$ cat config.mk
export PLATFORM = sky130hd
export DESIGN_NAME = seq_alu
export DESIGN_NICKNAME = d
export VERILOG_FILES = /design/src/rtl/seq_alu_pkg.sv /design/src/rtl/seq_alu_comb.sv /design/src/rtl/seq_alu.sv
export SDC_FILE = /design/constraint.sdc
export NUM_CORES = 1
export LEC_CHECK = 0
export BUFFER_PORTS_ARGS = -buffer_cell sky130_fd_sc_hd__buf_2
export CORE_ASPECT_RATIO = 0.8
export CORE_MARGIN = 2
export CORE_UTILIZATION = 58
export CTS_CLUSTER_DIAMETER = 60
export DETAILED_ROUTE_END_ITERATION = 12
export GPL_TIMING_DRIVEN = 0
export PLACE_DENSITY = 0.83
export SLEW_MARGIN = 20
export SYNTH_ARGS = -nofsm -noshare
export SYNTH_HDL_FRONTEND = slang
export SYNTH_HIERARCHICAL = 1
export SYNTH_SLANG_ARGS = --single-unit
$ cat constraint.sdc
create_clock -name clk -period 1.5 [get_ports clk]
set_input_delay 0.15 -clock clk [delete_from_list [all_inputs] [get_ports clk]]
set_output_delay 0.15 -clock clk [all_outputs]
set_load 0.005 [all_outputs]
$ cat src/rtl/seq_alu_pkg.sv
// Shared op/state encodings for seq_alu. The MUL opcode is legal only when
// SEQ_ALU_MUL_EN is defined.
package seq_alu_pkg;

  localparam logic [2:0] OP_AND = 3'b000;
  localparam logic [2:0] OP_OR  = 3'b001;
  localparam logic [2:0] OP_ADD = 3'b010;
  localparam logic [2:0] OP_MUL = 3'b011;
  localparam logic [2:0] OP_SUB = 3'b110;
  localparam logic [2:0] OP_SLT = 3'b111;

  typedef enum logic [1:0] {
    ST_IDLE = 2'd0,
    ST_BUSY = 2'd1,
    ST_DONE = 2'd2
  } state_t;

  function automatic logic op_legal(input logic [2:0] op);
    case (op)
      OP_AND, OP_OR, OP_ADD, OP_SUB, OP_SLT: return 1'b1;
`ifdef SEQ_ALU_MUL_EN
      OP_MUL: return 1'b1;
`endif
      default: return 1'b0;
    endcase
  endfunction

endpackage

$ cat src/rtl/seq_alu_comb.sv
// Single-cycle AND/OR/ADD/SUB/SLT result and signed overflow; unknown ops give 0.
module seq_alu_comb
  import seq_alu_pkg::*;
#(
  parameter int WIDTH = 32
) (
  input  logic [WIDTH-1:0] a,
  input  logic [WIDTH-1:0] b,
  input  logic [2:0]       op,
  output logic [WIDTH-1:0] res,
  output logic             ovf
);

  logic             sub;
  logic [WIDTH-1:0] b_eff;
  logic [WIDTH-1:0] sum;

  // SUB reuses the adder as a + ~b + 1
  assign sub   = (op == OP_SUB);
  assign b_eff = sub ? ~b : b;
  assign sum   = a + b_eff + {{(WIDTH-1){1'b0}}, sub};

  always_comb begin
    res = '0;
    ovf = 1'b0;
    case (op)
      OP_AND: res = a & b;
      OP_OR:  res = a | b;
      OP_ADD, OP_SUB: begin
        res = sum;
        ovf = (a[WIDTH-1] == b_eff[WIDTH-1]) && (sum[WIDTH-1] != a[WIDTH-1]);
      end
      OP_SLT: res = {{(WIDTH-1){1'b0}}, ($signed(a) < $signed(b))};
      default: ;
    endcase
  end

endmodule

$ cat src/rtl/seq_alu.sv
// Handshaked ALU: IDLE -> (BUSY) -> DONE with registered result and flags.
// Define SEQ_ALU_MUL_EN to build the iterative shift-add multiplier (op 011).
module seq_alu
  import seq_alu_pkg::*;
#(
  parameter  int WIDTH = 32,
  localparam int CNT_W = $clog2(WIDTH) + 1
) (
  input  logic             clk,
  input  logic             rst_n,
  input  logic             in_valid,
  output logic             in_ready,
  input  logic [WIDTH-1:0] a,
  input  logic [WIDTH-1:0] b,
  input  logic [2:0]       op,
  output logic             out_valid,
  input  logic             out_ready,
  output logic [WIDTH-1:0] z,
  output logic             zero,
  output logic             ovf,
  output logic             ill
);

  if (WIDTH < 4 || WIDTH > 64 || (64'd1 << CNT_W) <= 64'(WIDTH)) begin : g_bad_width
    $error("seq_alu: WIDTH out of range");
  end

  state_t           state_q, state_d;
  logic [WIDTH-1:0] c_res;
  logic             c_ovf;
  logic             legal;
  logic             start_mul;
  logic             mul_last;
  logic             accept;

  seq_alu_comb #(.WIDTH(WIDTH)) u_comb (
    .a   (a),
    .b   (b),
    .op  (op),
    .res (c_res),
    .ovf (c_ovf)
  );

  assign legal     = op_legal(op);
  assign in_ready  = (state_q == ST_IDLE);
  assign out_valid = (state_q == ST_DONE);
  assign accept    = in_ready && in_valid;

`ifdef SEQ_ALU_MUL_EN
  logic [2*WIDTH-1:0] mcand;
  logic [2*WIDTH-1:0] acc;
  logic [2*WIDTH-1:0] acc_nxt;
  logic [WIDTH-1:0]   mplier;
  logic [CNT_W-1:0]   cnt;

  assign start_mul = (op == OP_MUL);
  // mcand is pre-shifted each step, so it always equals a << (WIDTH-cnt)
  assign acc_nxt   = acc + (mplier[0] ? mcand : '0);
  assign mul_last  = (cnt == CNT_W'(1));

  always_ff @(posedge clk or negedge rst_n) begin
    if (!rst_n) begin
      mcand  <= '0;
      acc    <= '0;
      mplier <= '0;
      cnt    <= '0;
    end else if (accept && start_mul) begin
      mcand  <= {{WIDTH{1'b0}}, a};
      acc    <= '0;
      mplier <= b;
      cnt    <= CNT_W'(WIDTH);
    end else if (state_q == ST_BUSY) begin
      mcand  <= mcand << 1;
      acc    <= acc_nxt;
      mplier <= mplier >> 1;
      cnt    <= cnt - CNT_W'(1);
    end
  end
`else
  assign start_mul = 1'b0;
  assign mul_last  = 1'b0;
`endif

  always_ff @(posedge clk or negedge rst_n) begin
    if (!rst_n) state_q <= ST_IDLE;
    else        state_q <= state_d;
  end

  always_comb begin
    state_d = state_q;
    case (state_q)
      ST_IDLE: if (in_valid) state_d = start_mul ? ST_BUSY : ST_DONE;
      ST_BUSY: if (mul_last) state_d = ST_DONE;
      ST_DONE: if (out_ready) state_d = ST_IDLE;
      default: state_d = ST_IDLE;
    endcase
  end

  // Result/flags only change on entry to DONE, so they hold while it waits
  always_ff @(posedge clk or negedge rst_n) begin
    if (!rst_n) begin
      z    <= '0;
      zero <= 1'b0;
      ovf  <= 1'b0;
      ill  <= 1'b0;
    end else if (accept && !start_mul) begin
      z    <= legal ? c_res : '0;
      zero <= !legal || (c_res == '0);
      ovf  <= legal && c_ovf;
      ill  <= !legal;
    end
`ifdef SEQ_ALU_MUL_EN
    else if (state_q == ST_BUSY && mul_last) begin
      z    <= acc_nxt[WIDTH-1:0];
      zero <= (acc_nxt[WIDTH-1:0] == '0);
      ovf  <= |acc_nxt[2*WIDTH-1:WIDTH];
      ill  <= 1'b0;
    end
`endif
  end

endmodule

; ---- Word-level counts from Yosys, hierarchy flattened
; Index checks and enable logic that the tools add are counted.
[totals]
in_bits = 71
output_inout_bits = 37
reg_bits = 37
[op_classes]
n_eq_ne = 10
n_addsub = 2
mux = 8
bitwise = 4
magnitude_cmp = 1
reduce_logical = 11
[ops]
columns = operator, n
row1 = case mux 32 bit (4 select lines), 1
row2 = 2-to-1 mux 32 bit, 2
row3 = adder 32 x 1 -> 32 bit, 1
row4 = adder 32 bit, 1
row5 = bitwise AND 32 bit, 1
row6 = zero test 32 bit, 1
row7 = < comparator 32 bit, 1
row8 = inverter 32 bit, 1
row9 = OR 32 bit, 1
row10 = == test 3 bit (second input constant), 2
row11 = case mux 2 bit (3 select lines), 1
row12 = OR reduction 5 bit, 1
row13 = 2-to-1 mux 2 bit, 2
row14 = == test 3 x 1 -> 1 bit (second input constant), 1
row15 = == test 3 x 2 -> 1 bit (second input constant), 1
row16 = logical AND 1 bit, 3
row17 = zero test 3 bit, 1
row18 = AND reduction 3 bit, 1
row19 = == test 2 x 1 -> 1 bit (second input constant), 1
row20 = == test 2 bit (second input constant), 1
row21 = zero test 2 bit, 1
row22 = 2-to-1 mux 1 bit, 2
row23 = inequality test 2 x 1 -> 1 bit (second input constant), 1
row24 = inequality test 2 bit (second input constant), 1
row25 = 6 further kinds, 6

; ---- Depth between registers and ports, before layout
; Gate-level depths: netlist of the first run.
[logic_depth]
depth_word = 8
mapped_depth = 20
mapped_depth_nobuf = 18

; ---- By module
; The synthesis of the first run kept the hierarchy.
[modules_own_cells]
columns = mod, cells_each, area_per_inst_um2, instances, seq_area_each_um2
row1 = seq_alu_comb, 586, 4342.9, 1, 0.0
row2 = seq_alu, 97, 1388.8, 1, 900.9

; ---- Worst setup path after synthesis of the first run
; No wires, ideal clock.
[synth_timing]
path_kind = in2reg
from = input op[1]
to = register zero
t_arrival_ps = 3682
path_buffers = 2
path_stages = 19
setup_ps = 64
setup_slack_ps = -2246
t_required_ps = 1436
path_cell_list = clkbuf_2 > nand3b_2 > buf_1 > xnor2_1 > ha_1 > a21oi_1 > a21oi_1 > o21ai_1 > a41o_1 > nor3_2 > a2111oi_4 > o2111ai_1 > a41oi_1 > xor2_1 > o22ai_1 > nor4_1 > nand4_1 > o21ai_0 > o21a_1
[synth_between]
elab_chain_cells = 7
[synth_rtl]
columns = item, line_no
row1 = from (decl), seq_alu.sv:15  ; input logic [2:0] op,
row2 = == test 3 bit, "seq_alu_comb.sv:19, seq_alu_comb.sv:26"
row3 = 2-to-1 mux 32 bit, seq_alu_comb.sv:20  ; assign b_eff = sub ? ~b : b;
row4 = adder 32 bit, seq_alu_comb.sv:21  ; assign sum = a + b_eff + {{(WIDTH-1){1'b0}}, sub};
row5 = adder 32 x 1 -> 32 bit, seq_alu_comb.sv:21
row6 = case mux 32 bit (4 select lines) *, seq_alu_comb.sv:26  ; case (op)
row7 = named net c_res[28], seq_alu.sv:29  ; logic [WIDTH-1:0] c_res;
row8 = zero test 32 bit *, seq_alu.sv:108  ; zero <= !legal || (c_res == '0);
row9 = logical OR 1 bit *, seq_alu.sv:108
row10 = to (signal assigned), seq_alu.sv:108
row11 = to (decl), seq_alu.sv:19  ; output logic zero,
; The timed path passes the listed nets; every way through them passes the cells marked *.
; A chain may end at the register's enable or synchronous reset.

; ---- Worst setup path after layout of the first run
[layout_timing]
from = input op[0]
to = register zero
; The elaborated chain is that of the path after synthesis.

==> flow_metrics.tcl, run 1 <==
set metrics [dict create \
    status "finished with violations" \
    violations "negative setup slack" \
    fp.dieArea_um2 10700 \
    syn_area_per_cell_um2 8.39 \
    grt_pass1_vias 6055 \
    worstSetupStartpoint "op[0]" \
    yosysUniqueCellTypes 66 \
    slew_viol_final 0 \
    grt_pass1_wl_um 30800 \
    fillCellCount 501 \
    r2r_cells 4 \
    rows 32 \
    clkTransAtPathRegs_ps 50 \
    critical_path.endpoint "zero$_DFFE_PN0P_" \
    path_max_fanout 5 \
    postLayoutCellArea_um2 7840 \
    coreArea_um2 9610 \
    maxCapViolations 0 \
    initial_core_util_pct 59.6 \
    setup_viol 34 \
    num_vias 6498 \
    cts.sinks 36 \
    end_kind "flop" \
    p_leak_nw 3.95 \
    drt-pass1-iter-count 8 \
    place_ws_ps -2570 \
    synth_flop_cell "dfrtp_1" \
    dp_hpwl_um 13300 \
    timing.rr.start "state_q[1]$_DFFE_PN0P_" \
    multiInputGateArea_um2 5110 \
    fmax_ghz 0.251 \
    worst_slew_pin_slew_ps 949 \
    hold_path_class "primary input to flop" \
    grt_use_total_pct 36.7 \
    skew_ps 6.82 \
    synthArstFlopShare_pct 100 \
    cp.arrival_ps 4210 \
    dpl-instance-area_um2 6590 \
    synth_edf_count 0 \
    vias_per_cell 6.82 \
    grt_max_degree 37 \
    n_antenna_cell 0 \
    numCtsBuffers 5 \
    fin_ws_ps -2490 \
    dieHeight_um 92.9 \
    die_x_um 115 \
    ys_warn_count 6 \
    yosys_register_bits 36 \
    clock_latency_ps 280 \
    netlist_area_um2 5730 \
    io_buffer_count 107 \
    cts_root_buf "clkbuf_16" \
    grt_antenna_before_repair 0 \
    drt_iter0_markers 1008 \
    synth_seq_area_share_pct 15.7 \
    gp_congestion 0.984 \
    synth_fp_nets 888 \
    p_per_area_nw_per_um2 787 \
    drt_drc_violations_left 0 \
    synthCells 683 \
    finalHoldViolCount 0 \
    syn_to_final_growth_pct 36.8 \
    seq_area_um2 901 \
    fin_nets 1038 \
    r2r_end "state_q[1]$_DFFE_PN0P_" \
    peakVddDrop_v 0.000732 \
    ant_nets 0 \
    required_ps 1720 \
    grt_setup_unrepaired "true" \
    routed_wl_um 22900 \
    drive_gt1_share_pct 34.4 \
    fin_crit_ps 3990 \
    worstSetupStartpointType "primary input" \
    ios 108 \
    gr-total-overflow 0 \
    clockBufferDepth 2 \
    cts_tree "yes" \
    htreeDepth 2 \
    relSlewSlack_pct 36.7 \
    worstSetupPathType "primary input to flop" \
    r2r_slack_ps 60 \
    post_drt_wl_per_cell_um 24.0 \
    period_share_pct 266 \
    total_power_mw 6.17 \
]
final cells by class:
type	count	area share (%)
multi-input cells	529	65.2
repair buffers	145	11.9
flip-flops and latches	36	11.5
inverters	92	4.69
plain buffers	24	2.01
well taps	119	1.90
clock buffers	5	1.60
clock inverters	3	1.15
layout by cell type, fill, tap and decap left out, types with 15 or more instances in the layout:
cell type and instances:
a22o_1 33, o21ai_0 19, buf_6 16, xnor2_1 30, o21ai_2 15, inv_1 82
xor2_1 15, ha_1 116, buf_4 31, nand2_1 39, dfrtp_1 36, nor2_1 41
buf_2 97, a21oi_1 20
cells by family (layout without fill, tap and decap cells):
family	Yosys count	count (layout)	synth area share [%]
AOI/OAI and AO/OA	189	189	24.0
and+or+nand+nor	136	136	11.7
adders and majority gates	134	134	29.4
buffers and inverters	118	269	8.29
xor gates and xnor gates	60	60	9.17
DFF	36	36	15.7
muxes	10	10	1.75
through the flow:
step                      setup TNS [ps]  hold WS (ps)  utilization (%)  instances
final                             -47740          49.7             81.6        953
after CTS                         -38980          54.8             77.4        941
after global routing              -49050          69.5             81.6        953
after floorplan                   -33900          -146                -        683
after detailed placement          -53090           262             68.5        909
after global placement            -50360           250             68.5        909
worst min path at each step:
stage / start / slack, ps / cells past startpoint / to
6_report: out_ready / 50 / 2 / state_q[1]$_DFFE_PN0P_
5_1_grt: out_ready / 70 / 2 / state_q[1]$_DFFE_PN0P_
4_1_cts: out_ready / 50 / 2 / state_q[1]$_DFFE_PN0P_
3_5_place_dp: rst_n / 260 / 1 / z[21]$_DFFE_PN0P_
3_3_place_gp: rst_n / 250 / 1 / z[21]$_DFFE_PN0P_
2_1_floorplan: rst_n / -150 / 0 / ill$_DFFE_PN0P_
power by group:
part           total, mW  internal (mW)  leakage (nW)  switching [mW]
logic               3.40           1.49          3.37            1.91
clock network       1.52           1.12         0.104           0.400
registers           1.25           1.13         0.477           0.113
worst max-delay path, stage by stage:
cell and delay (ps):
buf_8 100, nand3b_4 220, buf_12 190, nor2_4 130, a21oi_4 50, fa_2 380
nand3b_1 210, a21oi_2 270, o21ai_2 90, a41o_1 300, nor3_4 230, a2111oi_4 70
o2111ai_2 380, a31oi_1 190, xor2_1 290, o22ai_2 140, nor4_2 280, nand4_1 230
o21ai_2 170, o21a_1 120
registers in the layout (all words and copies together) (netlist names):
name,cells
ill,1
z,32
ovf,1
zero,1
state_q,1
synth_stat cells (5+ instances only):
cell	count	share of area, %
a21o_1	10	1.3
a22oi_1	10	1.3
nand4_1	5	0.55
xnor2_1	43	6.6
xor2_1	17	2.6
dfrtp_1	36	16
nor4_1	15	1.6
clkbuf_1	14	0.92
nor2_1	44	2.9
inv_1	92	6.0
o21bai_1	5	0.65
mux2i_1	10	1.7
o22ai_1	18	2.0
ha_1	133	29
o21ai_0	39	3.4
a21oi_1	32	2.8
nand2_1	44	2.9
buf_1	6	0.39
a22o_1	33	5.0
timing repair:
action                                 4_1_cts  5_1_grt
gates resized for setup                     92       60
gates cloned                                 1        0
endpoints found under the hold margin       36        0
hold buffers                                 1        0
pin swaps                                   43       48
setup endpoints to repair                   34       35
setup buffers                               24       13
metal layers:
metal / track usage, % / part of all wire (%)
met2: 58.9 / 43
met5: 0 / 0.22
met4: 17.9 / 7.8
met3: 7.92 / 13
met1: 46.5 / 36
No activity file was read; power rests on OpenSTA's default activity.
==> inputs of run 2 (changes only) <==
--- a/config.mk
+++ b/config.mk
@@ -13,6 +13,7 @@
 export DETAILED_ROUTE_END_ITERATION = 12
 export GPL_TIMING_DRIVEN = 0
 export PLACE_DENSITY = 0.83
+export REMOVE_ABC_BUFFERS = 1
 export SLEW_MARGIN = 20
 export SYNTH_ARGS = -nofsm -noshare
 export SYNTH_HDL_FRONTEND = slang
==> flow_metrics.tcl, run 2 (synthesis gave the netlist of run 1 again) <==
set metrics [dict create \
    rows 32 \
    cts_tree "yes" \
    vias_per_cell 6.54 \
    hold-worst-slack_ps -22.9 \
    fin_nets 1022 \
    syn_to_final_growth_pct 32.3 \
    ant_nets 0 \
    dpl-instance-area_um2 6310 \
    maxCapViolations 0 \
    drive_gt1_share_pct 32.1 \
    dieHeight_um 92.9 \
    dp_hpwl_um 11700 \
    numCtsBuffers 5 \
    grt_max_degree 37 \
    n_antenna_cell 0 \
    worstSetupPathType "primary input to flop" \
    relSlewSlack_pct 42.5 \
    gp_congestion 0.931 \
    coreArea_um2 9610 \
    num_vias 6125 \
    end_kind "flop" \
    skew_ps 2.23 \
    worstSetupStartpointType "primary input" \
    timing.rr.start "state_q[1]$_DFFE_PN0P_" \
    setup_viol 34 \
    largest_reg_flops 32 \
    finalHoldViolCount 36 \
    peakVddDrop_v 0.000492 \
    die_x_um 115 \
    routed_wl_um 20600 \
    layout_common_cells "ha_1, buf_2, inv_1" \
    grt_setup_unrepaired "true" \
    status "finished with violations" \
    htreeDepth 2 \
    clockBufferDepth 2 \
    gr-total-overflow 0 \
    fin_crit_ps 3970 \
    fin_ws_ps -2470 \
    grt_antenna_before_repair 0 \
    slew_viol_final 0 \
    cts_root_buf "clkbuf_16" \
    drt_drc_violations_left 0 \
    p_leak_nw 3.92 \
    initial_core_util_pct 59.6 \
    violations "negative hold slack, negative setup slack" \
    p_per_area_nw_per_um2 732 \
    drt_iter0_markers 675 \
    hold_path_class "primary input to async pin" \
    post_drt_wl_per_cell_um 22.0 \
    postLayoutCellArea_um2 7580 \
    required_ps 1730 \
    fillCellCount 606 \
    worstSetupStartpoint "op[0]" \
    cp.arrival_ps 4190 \
    grt_pass1_wl_um 28000 \
    worst_slew_pin_slew_ps 863 \
    clkTransAtPathRegs_ps 60 \
    path_max_fanout 8 \
    grt_pass1_vias 5610 \
    fin_tns_setup_ps -45600 \
    cts_hold_buf 0 \
    io_buffer_count 107 \
    final_common_cell "ha_1" \
    clock_latency_ps 280 \
    drt-pass1-iter-count 5 \
    ios 108 \
    top_register "z" \
    fp.dieArea_um2 10700 \
    fmax_ghz 0.252 \
    grt_use_total_pct 33.0 \
    cts.sinks 36 \
    period_share_pct 264 \
]
## run 2: cell count changes in the layout (fill, tap and decap cells not counted), sizes merged
cell	delta
clkbuf	-11
buf	-6
bufinv	-3
bufbuf	+2
dlygate4sd3	-1
nand2b	+1
nand3b	+1
## run 2: per-stage QoR
| step | power (mW) | instances | worst slack (ps) | util [%] |
|---|---|---|---|---|
| 6_report | 5.55 | 936 | -2470 | 78.9 |
| 5_1_grt | 5.78 | 936 | -2550 | 78.9 |
| 4_1_cts | 5.02 | 924 | -2230 | 74.3 |
| 3_5_place_dp | 3.55 | 885 | -4620 | 65.7 |
| 3_3_place_gp | 3.45 | 883 | -4580 | 65.4 |
| 2_1_floorplan | 2.76 | 657 | -2620 | - |
## run 2: final timing paths
path / depth (start not counted) / slack, ps / end
max in group asynchronous: 1 / 980 / z[9]$_DFFE_PN0P_
worst min register to register: 1 / 490 / zero$_DFFE_PN0P_
worst max-delay path: 19 / -2470 / zero$_DFFE_PN0P_
worst min-delay path: 1 / -20 / z[6]$_DFFE_PN0P_
min in group clk: 2 / 40 / state_q[1]$_DFFE_PN0P_
worst max register to register: 5 / -60 / zero$_DFFE_PN0P_
## run 2: layout make-up
| cell class | count | area (um^2) | share of cell area, % |
|---|---|---|---|
| Clock buffer | 7 | 153 | 2.01 |
| Inverter | 92 | 348 | 4.59 |
| Multi-Input combinational cell | 531 | 5000 | 66.0 |
| Sequential cell | 36 | 901 | 11.9 |
| Tap cell | 119 | 149 | 1.96 |
| Timing Repair Buffer | 151 | 1030 | 13.6 |
## run 2: layer usage
metal / vias up / GRT usage, % / routed length [um]
met5: - / 0 / 0
met4: 0 / 8.73 / 1020
met3: 115 / 4.65 / 2170
met2: 494 / 57.1 / 9470
met1: 2855 / 42.8 / 7880
li1: 2661 / - / -
## run 2: report_power, final
group          internal (mW)  switching, mW  total [mW]
Combinational           1.43           1.78        3.20
Sequential              1.13          0.102        1.24
Clock                  0.698          0.415        1.11
## run 2: what timing repair did
item,4_1_cts,5_1_grt
cloned,3,1
endpoints found under the setup margin,35,35
pin swaps,69,32
resized for setup,96,55
setup buffers,29,11
## run 2: critical path, cell delays in order
cell and delay [ps]:
buf_16 110, nand3b_4 250, buf_4 190, xnor2_1 150
ha_2 350, a21oi_4 250, nand2_2 100, o31ai_4 290
or4_4 210, a21oi_4 70, o211ai_4 270, nand2_1 90
a221o_2 390, xnor2_2 220, o22ai_2 130, nor4_4 350
nand4_1 200, o21ai_2 250, o21a_1 150
==> inputs of run 3 (changes only) <==
--- a/config.mk
+++ b/config.mk
@@ -6,13 +6,14 @@
 export NUM_CORES = 1
 export LEC_CHECK = 0
 export BUFFER_PORTS_ARGS = -buffer_cell sky130_fd_sc_hd__buf_2
-export CORE_ASPECT_RATIO = 0.8
+export CORE_ASPECT_RATIO = 0.7
 export CORE_MARGIN = 2
 export CORE_UTILIZATION = 58
 export CTS_CLUSTER_DIAMETER = 60
 export DETAILED_ROUTE_END_ITERATION = 12
 export GPL_TIMING_DRIVEN = 0
 export PLACE_DENSITY = 0.83
+export RECOVER_POWER = 100
 export REMOVE_ABC_BUFFERS = 1
 export SLEW_MARGIN = 20
 export SYNTH_ARGS = -nofsm -noshare
==> flow_metrics.tcl, run 3 (synthesis gave the netlist of run 1 again) <==
set metrics [dict create \
    grt_use_total_pct 34.3 \
    slew_viol_final 0 \
    fp.dieArea_um2 10700 \
    cp.arrival_ps 4280 \
    dpl-instance-area_um2 6320 \
    required_ps 1730 \
    timing.rr.start "state_q[1]$_DFFE_PN0P_" \
    cts_root_buf "clkbuf_16" \
    initial_core_util_pct 59.4 \
    hold-worst-slack_ps 22.0 \
    drt_drc_violations_left 0 \
    p_int_mw 3.28 \
    die_x_um 123 \
    post_drt_wl_per_cell_um 22.6 \
    drt-pass1-iter-count 9 \
    slowest_stage "or4_4" \
    fin_tns_setup_ps -46520 \
    dieHeight_um 87.2 \
    post-route-util_pct 77.8 \
    io_buffer_count 107 \
    r2r_cells 5 \
    status "finished with violations" \
    cts.sinks 36 \
    top_register "z" \
    fin_nets 1026 \
    fmax_ghz 0.247 \
    violations "negative setup slack" \
    grt_antenna_before_repair 0 \
    path_delay_family "compound AO/OA/AOI/OAI gates" \
    maxCapViolations 0 \
    vias_per_cell 6.70 \
    gr-total-overflow 0 \
    grt_pass1_wl_um 28700 \
    ant_nets 0 \
    htreeDepth 2 \
    clock_latency_ps 290 \
    drive_gt1_share_pct 29.2 \
    path_max_fanout 6 \
    fin_ws_ps -2550 \
    worst_slew_pin_slew_ps 1410 \
    setup_viol 35 \
    dp.cells 894 \
    final_common_cell "ha_1" \
    p_per_area_nw_per_um2 747 \
    peakVddDrop_v 0.000539 \
    fin_crit_ps 4050 \
    p_switching_mw 2.33 \
    postLayoutCellArea_um2 7510 \
    cp_cell_sequence "buf_16 -> nand3b_4 -> xnor2_1 -> ha_1 -> o21ai_0 -> a32oi_2 -> o31ai_4 -> or4_4 -> a21oi_4 -> o211ai_4 -> a21oi_4 -> o41ai_2 -> xor2_1 -> o221ai_2 -> nor4_4 -> nand4_1 -> o21ai_2 -> o21a_1" \
    p_leak_nw 3.83 \
    routed_wl_um 21500 \
    p_clk_share_pct 22.0 \
    clkTransAtPathRegs_ps 60 \
    coreArea_um2 9650 \
    dp_hpwl_um 12300 \
    relSlewSlack_pct 5.69 \
    crit_path_frequent_cell "a21oi_4" \
    skew_ps 2.29 \
    gp_congestion 0.904 \
    grt_setup_unrepaired "true" \
    numCtsBuffers 5 \
    largest_reg_flops 32 \
    cts_hold_buf 0 \
    slowest_delay_ps 570 \
    layout_common_cells "ha_1, inv_1, buf_2" \
    hold_path_class "primary input to async pin" \
    period_share_pct 270 \
    n_antenna_cell 0 \
    grt_pass1_vias 5850 \
    place_ws_ps -4740 \
    worstSetupStartpointType "primary input" \
    ios 108 \
    worstSetupPathType "primary input to flop" \
    switching_share_pct 41.6 \
    num_vias 6364 \
    crit_buf_inv 1 \
    r2r_slack_ps -200 \
    end_kind "flop" \
    pwr-share-seq_pct 22.1 \
    syn_to_final_growth_pct 31.0 \
    final_cell_count_no_fill 950 \
    finalHoldViolCount 0 \
    combPwrFrac_pct 55.9 \
    clockBufferDepth 2 \
    rows 30 \
    grt_max_degree 37 \
    cts_tree "yes" \
    drt_iter0_markers 768 \
    r2r_end "zero$_DFFE_PN0P_" \
    total_power_mw 5.61 \
]
## run 3: cell types whose count changed in the layout (fill, tap and decap cells not counted), moves of 5 or more
cell / delta
clkbuf_1: +20
inv_1: -6
inv_2: +5
xnor2_1: +5
buf_4: +11
buf_2: -20
buf_6: -8
## run 3: worst max path at each step
stage	from	endpoint	slack [ps]	depth (start not counted)
final	op[0]	zero$_DFFE_PN0P_	-2550	18
after global routing	op[0]	zero$_DFFE_PN0P_	-2540	18
after CTS	op[0]	zero$_DFFE_PN0P_	-2260	19
after detailed placement	op[0]	zero$_DFFE_PN0P_	-4740	19
after global placement	op[0]	zero$_DFFE_PN0P_	-4490	19
after floorplan	op[0]	zero$_DFFE_PN0P_	-2620	18
## run 3: what timing repair did
item / CTS / global route
gates cloned: 4 / 1
buffers inserted: 29 / 16
pin swaps: 59 / 53
endpoints found under the setup margin: 35 / 35
gates resized for setup: 79 / 59
## run 3: final cells by class
class	count	area [um^2]
Multi-Input combinational cell	532	4930
Fill cell	610	2140
Timing Repair Buffer	154	1000
Sequential cell	36	901
Inverter	92	353
Tap cell	128	160
Clock buffer	6	129
Clock inverter	2	35.0
## run 3: power groups by stage
stage	clock [mW]	sequential, mW	combinational [mW]
2_1_floorplan	0	1.25	1.51
3_3_place_gp	0	1.23	2.22
3_5_place_dp	0	1.24	2.33
4_1_cts	1.22	1.23	2.67
5_1_grt	1.27	1.26	3.28
6_report	1.23	1.24	3.13
## run 3: per-layer routing
| metal | track usage, % | up-vias | part of all wire, % |
|---|---|---|---|
| met5 | 0 | - | 0 |
| met4 | 14.2 | 0 | 6.0 |
| met3 | 7.72 | 177 | 12 |
| met2 | 58.0 | 539 | 44 |
| met1 | 42.1 | 2974 | 38 |
| li1 | - | 2674 | - |
